[src/rtl/npp_pkg.sv]
// rtl/npp_pkg.sv - shared types and sizes for the NPP flit transmitter
package npp_pkg;

    localparam int NPP_FLIT_W      = 182;
    localparam int NPP_NUM_VC      = 8;
    localparam int NPP_MAX_CREDITS = 8;
    localparam int NPP_VC_W        = $clog2(NPP_NUM_VC);

    typedef logic [NPP_FLIT_W-1:0] npp_flit_t;
    typedef logic [NPP_VC_W-1:0]   npp_vc_t;

    typedef enum logic {
        IDLE,
        ACTIVE
    } npp_tx_state_t;

endpackage

[src/rtl/npp_credit_counter.sv]
// rtl/npp_credit_counter.sv - saturating per-VC credit counter with overflow event
module npp_credit_counter
    import npp_pkg::*;
#(
    parameter int  MAX_CREDITS = NPP_MAX_CREDITS,
    localparam int CNT_W       = $clog2(MAX_CREDITS + 1)
) (
    input  logic             aclk,
    input  logic             areset,
    input  logic             inc,
    input  logic             dec,
    input  logic             clr,
    output logic [CNT_W-1:0] count,
    output logic             nonzero,
    output logic             ovf
);

    logic at_max;

    assign at_max  = (count == CNT_W'(MAX_CREDITS));
    assign nonzero = (count != '0);
    // A return on a full counter is only an error when no send frees a slot
    assign ovf     = inc && !dec && at_max;

    always_ff @(posedge aclk or posedge areset) begin
        if (areset) begin
            count <= '0;
        end else if (clr) begin
            count <= '0;
        end else if (inc && !dec && !at_max) begin
            count <= count + CNT_W'(1);
        end else if (dec && !inc) begin
            count <= count - CNT_W'(1);
        end
    end

endmodule

[src/rtl/npp_flit_tx.sv]
// rtl/npp_flit_tx.sv - credit-managed flit transmitter into one NPP ingress port
module npp_flit_tx
    import npp_pkg::*;
#(
    parameter int  FLIT_W      = NPP_FLIT_W,
    parameter int  NUM_VC      = NPP_NUM_VC,
    parameter int  MAX_CREDITS = NPP_MAX_CREDITS,
    localparam int VC_W        = $clog2(NUM_VC),
    localparam int CNT_W       = $clog2(MAX_CREDITS + 1)
) (
    input  logic                    aclk,
    input  logic                    areset,
    input  logic [FLIT_W-1:0]       s_flit,
    input  logic [VC_W-1:0]         s_vc,
    input  logic                    s_valid,
    output logic                    s_ready,
    output logic [FLIT_W-1:0]       npp_flit,
    output logic [NUM_VC-1:0]       npp_valid,
    input  logic [NUM_VC-1:0]       npp_credit_return,
    input  logic                    npp_credit_rdy,
    output logic                    credit_ovf,
    output logic [NUM_VC*CNT_W-1:0] credit_cnt
);

    npp_tx_state_t state_q, state_d;
    logic          link_up;
    logic          cnt_clr;
    logic          accept;
    logic [NUM_VC-1:0] vc_nonzero;
    logic [NUM_VC-1:0] vc_ovf;

    always_ff @(posedge aclk or posedge areset) begin
        if (areset) begin
            state_q <= IDLE;
        end else begin
            state_q <= state_d;
        end
    end

    always_comb begin
        state_d = state_q;
        link_up = 1'b0;
        cnt_clr = 1'b0;
        case (state_q)
            IDLE: begin
                if (npp_credit_rdy) begin
                    state_d = ACTIVE;
                end
            end
            ACTIVE: begin
                link_up = 1'b1;
                // Link loss forfeits every outstanding credit
                if (!npp_credit_rdy) begin
                    state_d = IDLE;
                    cnt_clr = 1'b1;
                end
            end
            default: state_d = IDLE;
        endcase
    end

    assign s_ready = link_up && vc_nonzero[s_vc];
    assign accept  = s_valid && s_ready;

    for (genvar v = 0; v < NUM_VC; v++) begin : g_vc
        logic [CNT_W-1:0] count;

        npp_credit_counter #(
            .MAX_CREDITS (MAX_CREDITS)
        ) u_cnt (
            .aclk    (aclk),
            .areset  (areset),
            .inc     (link_up && npp_credit_return[v]),
            .dec     (accept && (s_vc == VC_W'(v))),
            .clr     (cnt_clr),
            .count   (count),
            .nonzero (vc_nonzero[v]),
            .ovf     (vc_ovf[v])
        );

        assign credit_cnt[v*CNT_W +: CNT_W] = count;
    end

    always_ff @(posedge aclk or posedge areset) begin
        if (areset) begin
            credit_ovf <= 1'b0;
        end else if (|vc_ovf) begin
            credit_ovf <= 1'b1;
        end
    end

    always_ff @(posedge aclk or posedge areset) begin
        if (areset) begin
            npp_flit  <= '0;
            npp_valid <= '0;
        end else begin
            npp_valid <= '0;
            if (accept) begin
                npp_flit  <= s_flit;
                npp_valid <= NUM_VC'(1) << s_vc;
            end
        end
    end

endmodule

[config.mk]
export PLATFORM = sky130hd
export DESIGN_NAME = npp_flit_tx
export DESIGN_NICKNAME = d
export VERILOG_FILES = /design/src/rtl/npp_pkg.sv /design/src/rtl/npp_credit_counter.sv /design/src/rtl/npp_flit_tx.sv
export SDC_FILE = /design/constraint.sdc
export NUM_CORES = 1
export LEC_CHECK = 0
export CELL_PAD_IN_SITES_DETAIL_PLACEMENT = 1
export CELL_PAD_IN_SITES_GLOBAL_PLACEMENT = 1
export CORE_MARGIN = 2
export CORE_UTILIZATION = 30
export CTS_CLUSTER_DIAMETER = 200
export CTS_CLUSTER_SIZE = 25
export DETAILED_ROUTE_END_ITERATION = 10
export PLACE_DENSITY_LB_ADDON = 0.08
export SLEW_MARGIN = 20
export SYNTH_ARGS = -nofsm -noshare
export SYNTH_HDL_FRONTEND = slang
export SYNTH_SLANG_ARGS = --single-unit
export TNS_END_PERCENT = 100
[constraint.sdc]
create_clock -name aclk -period 20.9 [get_ports aclk]
set_clock_uncertainty 0.1 [all_clocks]
set_input_delay 3.135 -clock aclk [delete_from_list [all_inputs] [get_ports aclk]]
set_output_delay 3.135 -clock aclk [all_outputs]
set_load 0.01 [all_outputs]
# Yosys cells after proc, flatten, opt, wreduce, memory -nomap -nowiden
# Index checks and enable logic that the tools add are counted.
# Widths: inputs -> output; s select.
op_classes:
  muxes: 31
  reduce_logical: 92
  eq_ne: 15
  order_cmp: 1
  addsub: 16
  shifts: 1
ops:
  columns: ["cell", "n"]
  rows:
  - ["$mux 4", 24]
  - ["$logic_and 1x1->1", 50]
  - ["$add 4x1->4 const B", 8]
  - ["$eq 4x4->1 const B", 8]
  - ["$reduce_bool 4->1", 8]
  - ["$sub 4x1->4 const B", 8]
  - ["$logic_not 1->1", 24]
  - ["$reduce_bool 3->1", 8]
  - ["$eq 3x3->1 const B", 4]
  - ["$mux 8", 1]
  - ["$reduce_or 8->1", 1]
  - ["$shl 1x3->8 const A", 1]
  - ["$eq 3x2->1 const B", 2]
  - ["$mux 1", 5]
  - ["$lt 3x4->1 const B", 1]
  - ["$bmux 1 s3", 1]
  - ["$eq 3x1->1 const B", 1]
  - ["$logic_not 3->1", 1]
word_totals:
  register_bits: 224
  out_inout_bits: 224

# Logic depth before layout (Yosys ltp)
# Gate-level depths: netlist (run 1).
depth:
  ltp_word: 11
  depth_mapped: 11

# By module
# A second synthesis (run 1) with hierarchy kept.
unflattened:
  cells_unflattened: 737
  area_unflattened_um2: 10123.5
by_module_without_submodules:
  columns: ["module", "seq_area_each_um2", "n_inst", "area_per_inst_um2", "cells_per_inst"]
  rows:
  - ["npp_flit_tx", 4804.6, 1, 7410.9, 433]
  - ["npp_credit_counter", 100.1, 8, 339.1, 38]

# Worst setup path after synthesis (run 1)
# Ideal clock, no wire load.
synth_timing:
  kind: "in2out"
  from: "input port s_vc[0]"
  to: "output port s_ready"
  required_time_ps: 17665
  cell_stages: 5
  arrival_ps: 3997
  slack_ps: 13668
  path_cell_list: "nand2b_4 o32ai_1 a311o_1 nor2_1 o21a_1"
synth_via:
  elab_chain_cells: 3
synth_rtl:
  columns: ["element", "line_no", "text"]
  rows:
  - ["from (decl)", "npp_flit_tx.sv:14", "input logic [VC_W-1:0] s_vc,"]
  - ["$bmux 1 s3", "npp_flit_tx.sv:62", "assign s_ready = link_up && vc_nonzero[s_vc];"]
  - ["$mux 1 (implied by the code)", "npp_flit_tx.sv:62", null]
  - ["$logic_and 1x1->1", "npp_flit_tx.sv:62", null]
  - ["to (decl)", "npp_flit_tx.sv:16", "output logic s_ready,"]
# No other way between the ends. The select of a mux whose other input is x is not followed.

# Final worst setup path (run 1)
# Ends and elaborated chain as after synthesis.

==> qor.yml, run 1 <==
synthesis:
  synth-edff-count: 0
  netlist_instances: 710
  yosys_warnings: 0
  yosysTopAreaCellShare_pct: 52.3
  synthesis.area_um2: 10700
  synth_top_area_cell: "dfrtp_1"
  async_flop_share_pct: 100
  yosys_register_bits: 224
  syn-num-nets: 931
  synthTopCellsByArea: "dfrtp_1 (52%), mux2_4 (25%), buf_12 (3.7%), ha_1 (1.9%), fa_1 (1.5%)"
  avgSynthCellArea_um2: 15.1
  yosysSeqAreaShare_pct: 52.3
  ys.flop_type: "dfrtp_1"
  ys_types: 64
hold_path:
  min_to: "npp_flit[104]$_DFFE_PP0P_"
  hold_path_startpoint: "npp_flit[104]$_DFFE_PP0P_"
  hold_class: "flop to flop"
  min_path_cells: 1
worst_setup_path:
  cp.required_ns: 17.67
  crit_type: "input pin to primary output"
  worstPathCellList: "clkdlybuf4s50_1 -> nand2b_4 -> nor2_1 -> a221o_2 -> nor2_1 -> o21a_1 -> clkdlybuf4s50_1"
  critPathLaunchType: "input pin"
  worstReg2RegStart: "state_q$_DFF_PP0_"
  end_kind: "primary output"
  slowest_delay_ns: 0.68
  path_max_fanout: 9
  critPathTopFamily: "buffers and inverters"
  r2r_end: "npp_flit[103]$_DFFE_PP0P_"
  regToRegSetupSlack_ns: 17.15
  crit_slowest_cell: "clkdlybuf4s50_1"
  path_buf_inv: 2
  cp.arrival_ns: 5.31
  r2r_cells: 6
pwr:
  clockPowerShare_pct: 11.9
  p_sw_uw: 736
  intPower_mw: 1.47
  p_sw_share_pct: 33.4
  leakagePower_nw: 6.70
  comb_power_share_pct: 52.6
  power_density_nw_per_um2: 143
  ir_drop_mv: 0.0660
  total_power_mw: 2.21
  seqPwrFrac_pct: 35.6
die:
  initial_core_util_pct: 30.3
  num_rows: 69
  ioPinCount: 421
  core_area_um2: 35400
  die_h_um: 193
  chipWidth_um: 193
  die-area_um2: 37200
detailed_routing:
  ant_nets: 0
  drt-total-wl_um: 35000
  drtIter0Drc: 205
  drcViolationCount: 0
  dr.pass1.iters: 4
  vias_per_cell: 4.60
  routed-via-count: 7314
  wl_per_cell_um: 22.0
clocking:
  cts_resized: 0
  clockBufferDepth: 3
  post_cts_buffers: 0
  clkLatencyLatePin_ns: 0.49
  cts_tree: "built"
  htree_levels: 1
  numCtsBuffers: 12
  clockRootBuffer: "clkbuf_16"
  cts_hold_buf: 0
  clock_sinks: 224
  path_clk_slew_ns: 0.10
timing:
  rsz0062_at_grt: "no"
  fmax_mhz: 117
  fin_crit_sh_pct: 40.9
  post-route-min-period_ns: 8.55
  holdWs_ns: 0.394
  setup_tns_ns: 0
  hold_violations: 0
  drv_slew: 0
  setup_viol: 0
  tightest_slew_ns: 1.07
  slew_headroom_pct: 28.4
  worst_slack_ns: 12.35
grt:
  grt_max_degree: 94
  antenna_found_initial: 2
  grt_pass1_vias: 7624
  track_usage_pct: 18.0
  grt_pass1_wl_um: 50800
  overflow: 0
flow_run:
  drv_cap: 0
final_layout:
  final_nets: 1346
  drive_gt1_share_pct: 19.4
  area_growth_pct: 44.4
  design_area_um2: 15500
place:
  place.gp.congestion: 0.783
  io_buffers: 420
  placed_area_um2: 15100
  hpwlAfterDp_um: 26300
  pre_cts_ws_ns: 12.37
outcome:
  status: "complete, no violations"
per-layer routing:
metal / GRT usage (%) / share of wire (%) / vias up / wire [µm]
li1: - / - / 3346 / -
met1: 23.3 / 43 / 3751 / 15000
met2: 31.7 / 50 / 203 / 17700
met3: 3.55 / 6.0 / 14 / 2100
met4: 3.03 / 0.77 / 0 / 268
met5: 0 / 0 / - / 0
final cells by class:
cell class	count	area [µm²]
well taps	461	577
repair buffers	428	4260
flip-flops and latches	224	5610
fillers	3677	19900
clock buffers	14	329
diodes	3	7.51
inverters	30	120
multi-input cells	429	4570
how the worst max path moves through the flow:
stage                       start                endpoint  slack, ns  cells after the start
after floorplan            areset  credit_ovf$_DFFE_PP0P_      11.53                      1
after global placement    s_vc[0]                 s_ready      12.39                      7
after detailed placement  s_vc[0]                 s_ready      12.37                      7
after CTS                 s_vc[0]                 s_ready      12.37                      7
after global routing      s_vc[1]                 s_ready      12.24                      7
final                     s_vc[0]                 s_ready      12.35                      7
kinds of logic (layout without fill, tap and decap cells):
| logic type | Yosys count | after routing | synth area share [%] |
|---|---|---|---|
| compound gates | 78 | 78 | 5.44 |
| xor+xnor | 14 | 14 | 1.14 |
| fa+ha+maj | 24 | 24 | 3.36 |
| buf+inv | 57 | 472 | 5.04 |
| flops | 224 | 224 | 52.3 |
| mux | 192 | 192 | 26.4 |
| other cells | 0 | 3 | 0 |
| simple gates | 121 | 121 | 6.29 |
sequential cells by signal, summed over array words and instances, names as in the netlist:
register          cells
npp_valid             8
npp_flit            182
state_q               1
g_vc.u_cnt.count     32
credit_ovf            1
power groups by stage:
stage               Clock (mW)  Combinational [mW]  Sequential [mW]
finish                   0.261                1.16            0.784
CTS                      0.278                1.18            0.787
global route             0.290                1.24            0.817
floorplan                    0               0.502            0.869
global placement             0                1.17            0.789
detailed placement           0                1.17            0.794
through the flow:
step / std cells / util [%]
finish: 1589 / 43.7
global route: 1587 / 43.7
CTS: 1586 / 43.7
floorplan: 710 / -
detailed placement: 1572 / 42.8
global placement: 1572 / 42.8
worst reg2reg max path: cells and delay by family, from the launching register on:
| kind | cells | cell delay (ns) |
|---|---|---|
| mux | 1 | 0.43 |
| buf+inv | 2 | 1.68 |
| flops | 1 | 0.82 |
| compound gates | 1 | 0.13 |
| simple gates | 2 | 0.48 |
cell usage after synthesis, drive strengths merged, types with 11 or more instances:
cell type and n:
o21ai 13, inv 30, nand2 18, a21oi 13
nor2 21, nor3 20, ha 16, mux2 184
buf 23, nand3 13, dfrtp 224, a21o 11
cell usage in the layout, fill, tap and decap left out, types with 8 or more instances in the layout:
master             n
nor3_1            19
ha_1              16
dfrtp_1          224
mux2_4           180
xnor2_1            8
a21oi_1           13
clkbuf_16         13
inv_1             29
mux2i_1            8
nand3_1           13
nand2_1           18
nor2_1            21
o21ai_0           11
buf_4              8
fa_1               8
clkdlybuf4s50_1  420
a21o_1            10
Note: power is estimated with default switching activity, not from simulation.
==> inputs of run 2 (changes only) <==
clock period = 7.74 ns   (was 20.9 ns; I/O delays follow)
==> qor.yml, run 2 (synthesis results as in run 1) <==
outcome:
  status: "complete, no violations"
die:
  die_h_um: 193
  initial_core_util_pct: 30.3
  die-area_um2: 37200
  chipWidth_um: 193
  num_rows: 69
  core_area_um2: 35400
  ioPinCount: 421
worst_setup_path:
  crit_type: "input pin to primary output"
  end_kind: "primary output"
  critPathLaunchType: "input pin"
  cp.arrival_ns: 3.34
  path_max_fanout: 9
  path_common_cell: "clkdlybuf4s50_1"
  r2r_cells: 9
  crit_slowest_cell: "clkdlybuf4s50_1"
  slowest_delay_ns: 0.62
  cp.required_ns: 6.48
  worstPathCellList: "clkdlybuf4s50_1 -> nand2_1 -> o32ai_1 -> a311o_1 -> nor2_1 -> o21a_1 -> clkdlybuf4s50_1"
clocking:
  post_cts_buffers: 0
  path_clk_slew_ns: 0.11
  clockRootBuffer: "clkbuf_16"
  cts_resized: 0
  clkLatencyLatePin_ns: 0.49
  cts_tree: "built"
  numCtsBuffers: 12
  htree_levels: 1
  clock_sinks: 224
  clockBufferDepth: 3
  cts_hold_buf: 0
pwr:
  intPower_mw: 3.97
  comb_power_share_pct: 52.8
  total_power_mw: 5.97
  seqPwrFrac_pct: 35.3
  power_density_nw_per_um2: 384
  p_sw_mw: 2.00
  p_sw_share_pct: 33.5
  leakagePower_nw: 6.71
  clockPowerShare_pct: 11.9
  ir_drop_mv: 0.185
final_layout:
  fin_util_pct: 43.8
  largest_reg_flops: 182
  layout_commonest_cell: "clkdlybuf4s50_1"
  reg.largest.list: "npp_flit x182, g_vc.u_cnt.count x32, npp_valid x8"
  top_register: "npp_flit"
  drive_gt1_share_pct: 19.4
  final_nets: 1345
  area_growth_pct: 44.8
  final_cell_mix: "clkdlybuf4s50_1 (420), dfrtp_1 (224), mux2_4 (180), inv_1 (29), nor2_1 (21)"
detailed_routing:
  drt-total-wl_um: 34900
  dr_wl_met3_um: 2220
  ant_nets: 0
  drcViolationCount: 0
  routed-wl-met2_um: 17700
  drtIter0Drc: 237
  routed-via-count: 7324
  vias_per_cell: 4.61
  routed.top_layer: "met5"
  wl_per_cell_um: 22.0
  dr.pass1.iters: 4
  met1_length_um: 14700
grt:
  grt_pass1_wl_um: 50300
  antenna_found_initial: 5
  overflow: 0
  track_usage_pct: 17.9
  grt_pass1_vias: 7488
  grt_max_degree: 172
place:
  place.gp.congestion: 0.753
  hpwlAfterDp_um: 26000
  io_buffers: 420
  pre_cts_ws_ns: 3.16
timing:
  drv_slew: 0
  post-route-min-period_ns: 4.60
  setup_tns_ns: 0
  hold_violations: 0
  rsz0062_at_grt: "no"
  tightest_slew_ns: 0.908
  worst_slack_ns: 3.14
  setup_viol: 0
  slew_headroom_pct: 39.4
  fmax_mhz: 217
  fin_crit_sh_pct: 59.4
flow_run:
  drv_cap: 0
hold_path:
  min_path_cells: 1
  hold_class: "flop to flop"
==> run 2: cell types whose count changed in the layout (fill, tap and decap cells not counted), sizes merged <==
cell and change:
buf -1
==> run 2: path summary, 6_finish.rpt <==
kind,endpoint,slack (ns),startpoint
setup / recovery,s_ready,3.14,s_vc[1]
hold / removal,npp_flit[104]$_DFFE_PP0P_,0.41,npp_flit[104]$_DFFE_PP0P_
setup reg to reg,g_vc[6].u_cnt.count[3]$_DFFE_PP0P_,4.39,state_q$_DFF_PP0_
hold reg to reg,npp_flit[104]$_DFFE_PP0P_,0.41,npp_flit[104]$_DFFE_PP0P_
max in group asynchronous,g_vc[7].u_cnt.count[2]$_DFFE_PP0P_,5.21,areset
min in group asynchronous,npp_flit[165]$_DFFE_PP0P_,0.99,areset
==> run 2: power groups by stage <==
stage / combinational [mW] / sequential (mW) / clock, mW
after floorplan: 1.36 / 2.35 / 0
after global placement: 3.17 / 2.11 / 0
after detailed placement: 3.18 / 2.14 / 0
after CTS: 3.20 / 2.11 / 0.750
after global routing: 3.37 / 2.19 / 0.788
final: 3.15 / 2.10 / 0.711
==> run 2: stage by stage <==
step,std cells,area [µm²],hold WS (ns)
finish,1588,15500,0.411
global route,1588,15500,0.430
CTS,1584,15500,0.419
detailed placement,1570,15100,0.392
global placement,1570,15100,0.367
floorplan,710,10700,0.429
==> run 2: critical path, delay by kind of cell <==
family | cells | cell delay, ns
AOI/OAI and AO/OA | 3 | 0.63
buffers and inverters | 2 | 1.15
and+or+nand+nor | 2 | 0.39
==> run 2: layout make-up <==
type,instances,area [µm²]
antenna,3,7.51
clock buffer,14,329
fill,3696,19900
inverter,30,120
multi-input combinational,429,4580
sequential,224,5610
tap,461,577
timing repair buffer,427,4300
==> run 2: per-layer routing <==
metal / GRT usage, % / vias to the layer above
li1: - / 3346
met1: 22.7 / 3744
met2: 31.7 / 207
met3: 3.96 / 23
met4: 3.35 / 4
met5: 0 / -
==> inputs of run 3 (changes only) <==
clock period = 3.7 ns   (was 7.74 ns; I/O delays follow)
==> qor.yml, run 3 (synthesis results as in run 1) <==
worst_setup_path:
  cp.arrival_ns: 2.72
  crit_type: "input pin to primary output"
  path_max_fanout: 9
  cp.required_ns: 3.04
  worstPathCellList: "clkdlybuf4s50_1 -> nand2b_4 -> o32ai_1 -> a311o_1 -> nor2_1 -> o21a_1 -> clkdlybuf4s50_1"
  end_kind: "primary output"
  path_common_cell: "clkdlybuf4s50_1"
  critPathLaunchType: "input pin"
  r2r_cells: 9
  crit_slowest_cell: "clkdlybuf4s50_1"
  slowest_delay_ns: 0.66
die:
  chipWidth_um: 193
  core_area_um2: 35400
  num_rows: 69
  initial_core_util_pct: 30.3
  ioPinCount: 421
  die-area_um2: 37200
  die_h_um: 193
timing:
  setup_tns_ns: 0
  fin_crit_sh_pct: 91.3
  worst_slack_ns: 0.322
  tightest_slew_ns: 0.778
  hold_violations: 0
  slew_headroom_pct: 48.0
  fmax_mhz: 296
  drv_slew: 0
  post-route-min-period_ns: 3.38
  setup_viol: 0
  rsz0062_at_grt: "no"
  holdWs_ns: 0.393
pwr:
  p_sw_share_pct: 33.3
  leakagePower_nw: 6.83
  comb_power_share_pct: 53.0
  p_sw_mw: 4.16
  seqPwrFrac_pct: 35.4
  intPower_mw: 8.35
  power_density_nw_per_um2: 796
  total_power_mw: 12.5
  ir_drop_mv: 0.395
  clockPowerShare_pct: 11.6
clocking:
  clockRootBuffer: "clkbuf_16"
  post_cts_buffers: 0
  htree_levels: 1
  clkLatencyLatePin_ns: 0.49
  numCtsBuffers: 12
  clock_sinks: 224
  cts_tree: "built"
  path_clk_slew_ns: 0.09
  cts_hold_buf: 0
  clockBufferDepth: 3
  cts_resized: 0
place:
  placed_area_um2: 15400
  pre_cts_ws_ns: 0.194
  hpwlAfterDp_um: 27200
  place.gp.congestion: 0.775
  dp_cells: 1591
  io_buffers: 420
detailed_routing:
  wl_per_cell_um: 21.9
  ant_nets: 0
  drtIter0Drc: 220
  drcViolationCount: 0
  routed-via-count: 7384
  vias_per_cell: 4.60
  drt-total-wl_um: 35200
  dr.pass1.iters: 4
grt:
  grt_pass1_wl_um: 51500
  grt_max_degree: 63
  track_usage_pct: 18.3
  overflow: 0
  grt_pass1_vias: 7704
  antenna_found_initial: 0
final_layout:
  final_cell_mix: "clkdlybuf4s50_1 (420), dfrtp_1 (224), mux2_4 (180), inv_1 (29), nor2_1 (21)"
  design_area_um2: 15700
  area_growth_pct: 46.8
  drive_gt1_share_pct: 20.7
  diodes: 0
  layout_commonest_cell: "clkdlybuf4s50_1"
  top_register: "npp_flit"
  fill_cells: 3667
  fin_util_pct: 44.4
  final_nets: 1365
  largest_reg_flops: 182
  reg.largest.list: "npp_flit x182, g_vc.u_cnt.count x32, npp_valid x8"
  final_cells: 1605
hold_path:
  hold_class: "flop to flop"
  min_path_cells: 1
flow_run:
  drv_cap: 0
outcome:
  status: "complete, no violations"
## run 3: cell types whose count changed in the layout (fill, tap and decap cells not counted)
| cell | change |
|---|---|
| clkinvlp_4 | +1 |
| nor4_2 | -1 |
| diode_2 | -3 |
| buf_16 | -1 |
| nor4_1 | +1 |
| inv_8 | -1 |
| buf_12 | +8 |
| buf_4 | +13 |
## run 3: layout make-up
| class | instances | area (µm²) | share of cell area (%) |
|---|---|---|---|
| Clock buffer | 14 | 329 | 2.09 |
| Inverter | 30 | 116 | 0.740 |
| Multi-Input combinational cell | 429 | 4570 | 29.1 |
| Sequential cell | 224 | 5610 | 35.6 |
| Tap cell | 461 | 577 | 3.67 |
| Timing Repair Buffer | 447 | 4530 | 28.8 |
## run 3: worst max-delay path, delay by kind of cell
| family | cells | cell delay [ns] |
|---|---|---|
| buffers and inverters | 2 | 1.19 |
| AO/OA/AOI/OAI | 3 | 0.61 |
| AND/OR/NAND/NOR | 2 | 0.35 |
## run 3: final timing paths
kind,from,endpoint,slack [ns]
min in group asynchronous,areset,npp_flit[49]$_DFFE_PP0P_,0.45
min,npp_flit[103]$_DFFE_PP0P_,npp_flit[103]$_DFFE_PP0P_,0.39
max reg2reg,state_q$_DFF_PP0_,g_vc[3].u_cnt.count[3]$_DFFE_PP0P_,0.53
min reg2reg,npp_flit[103]$_DFFE_PP0P_,npp_flit[103]$_DFFE_PP0P_,0.39
max in group asynchronous,areset,npp_flit[117]$_DFFE_PP0P_,2.26
max,s_vc[0],s_ready,0.32
## run 3: metal layers
layer  track usage, %  share of wire [%]  vias to the layer above
met5                0                  0                        -
met4             2.77               0.92                        0
met3             3.71                6.4                       22
met2             32.8                 51                      216
met1             23.1                 42                     3761
li1                 -                  -                     3385
## run 3: power by group through the flow
stage	Sequential [mW]	Clock [mW]	Combinational, mW
finish	4.43	1.45	6.64
global route	4.61	1.62	7.09
detailed placement	4.49	0	6.69
floorplan	4.91	0	2.84
CTS	4.44	1.54	6.74
global placement	4.42	0	6.68
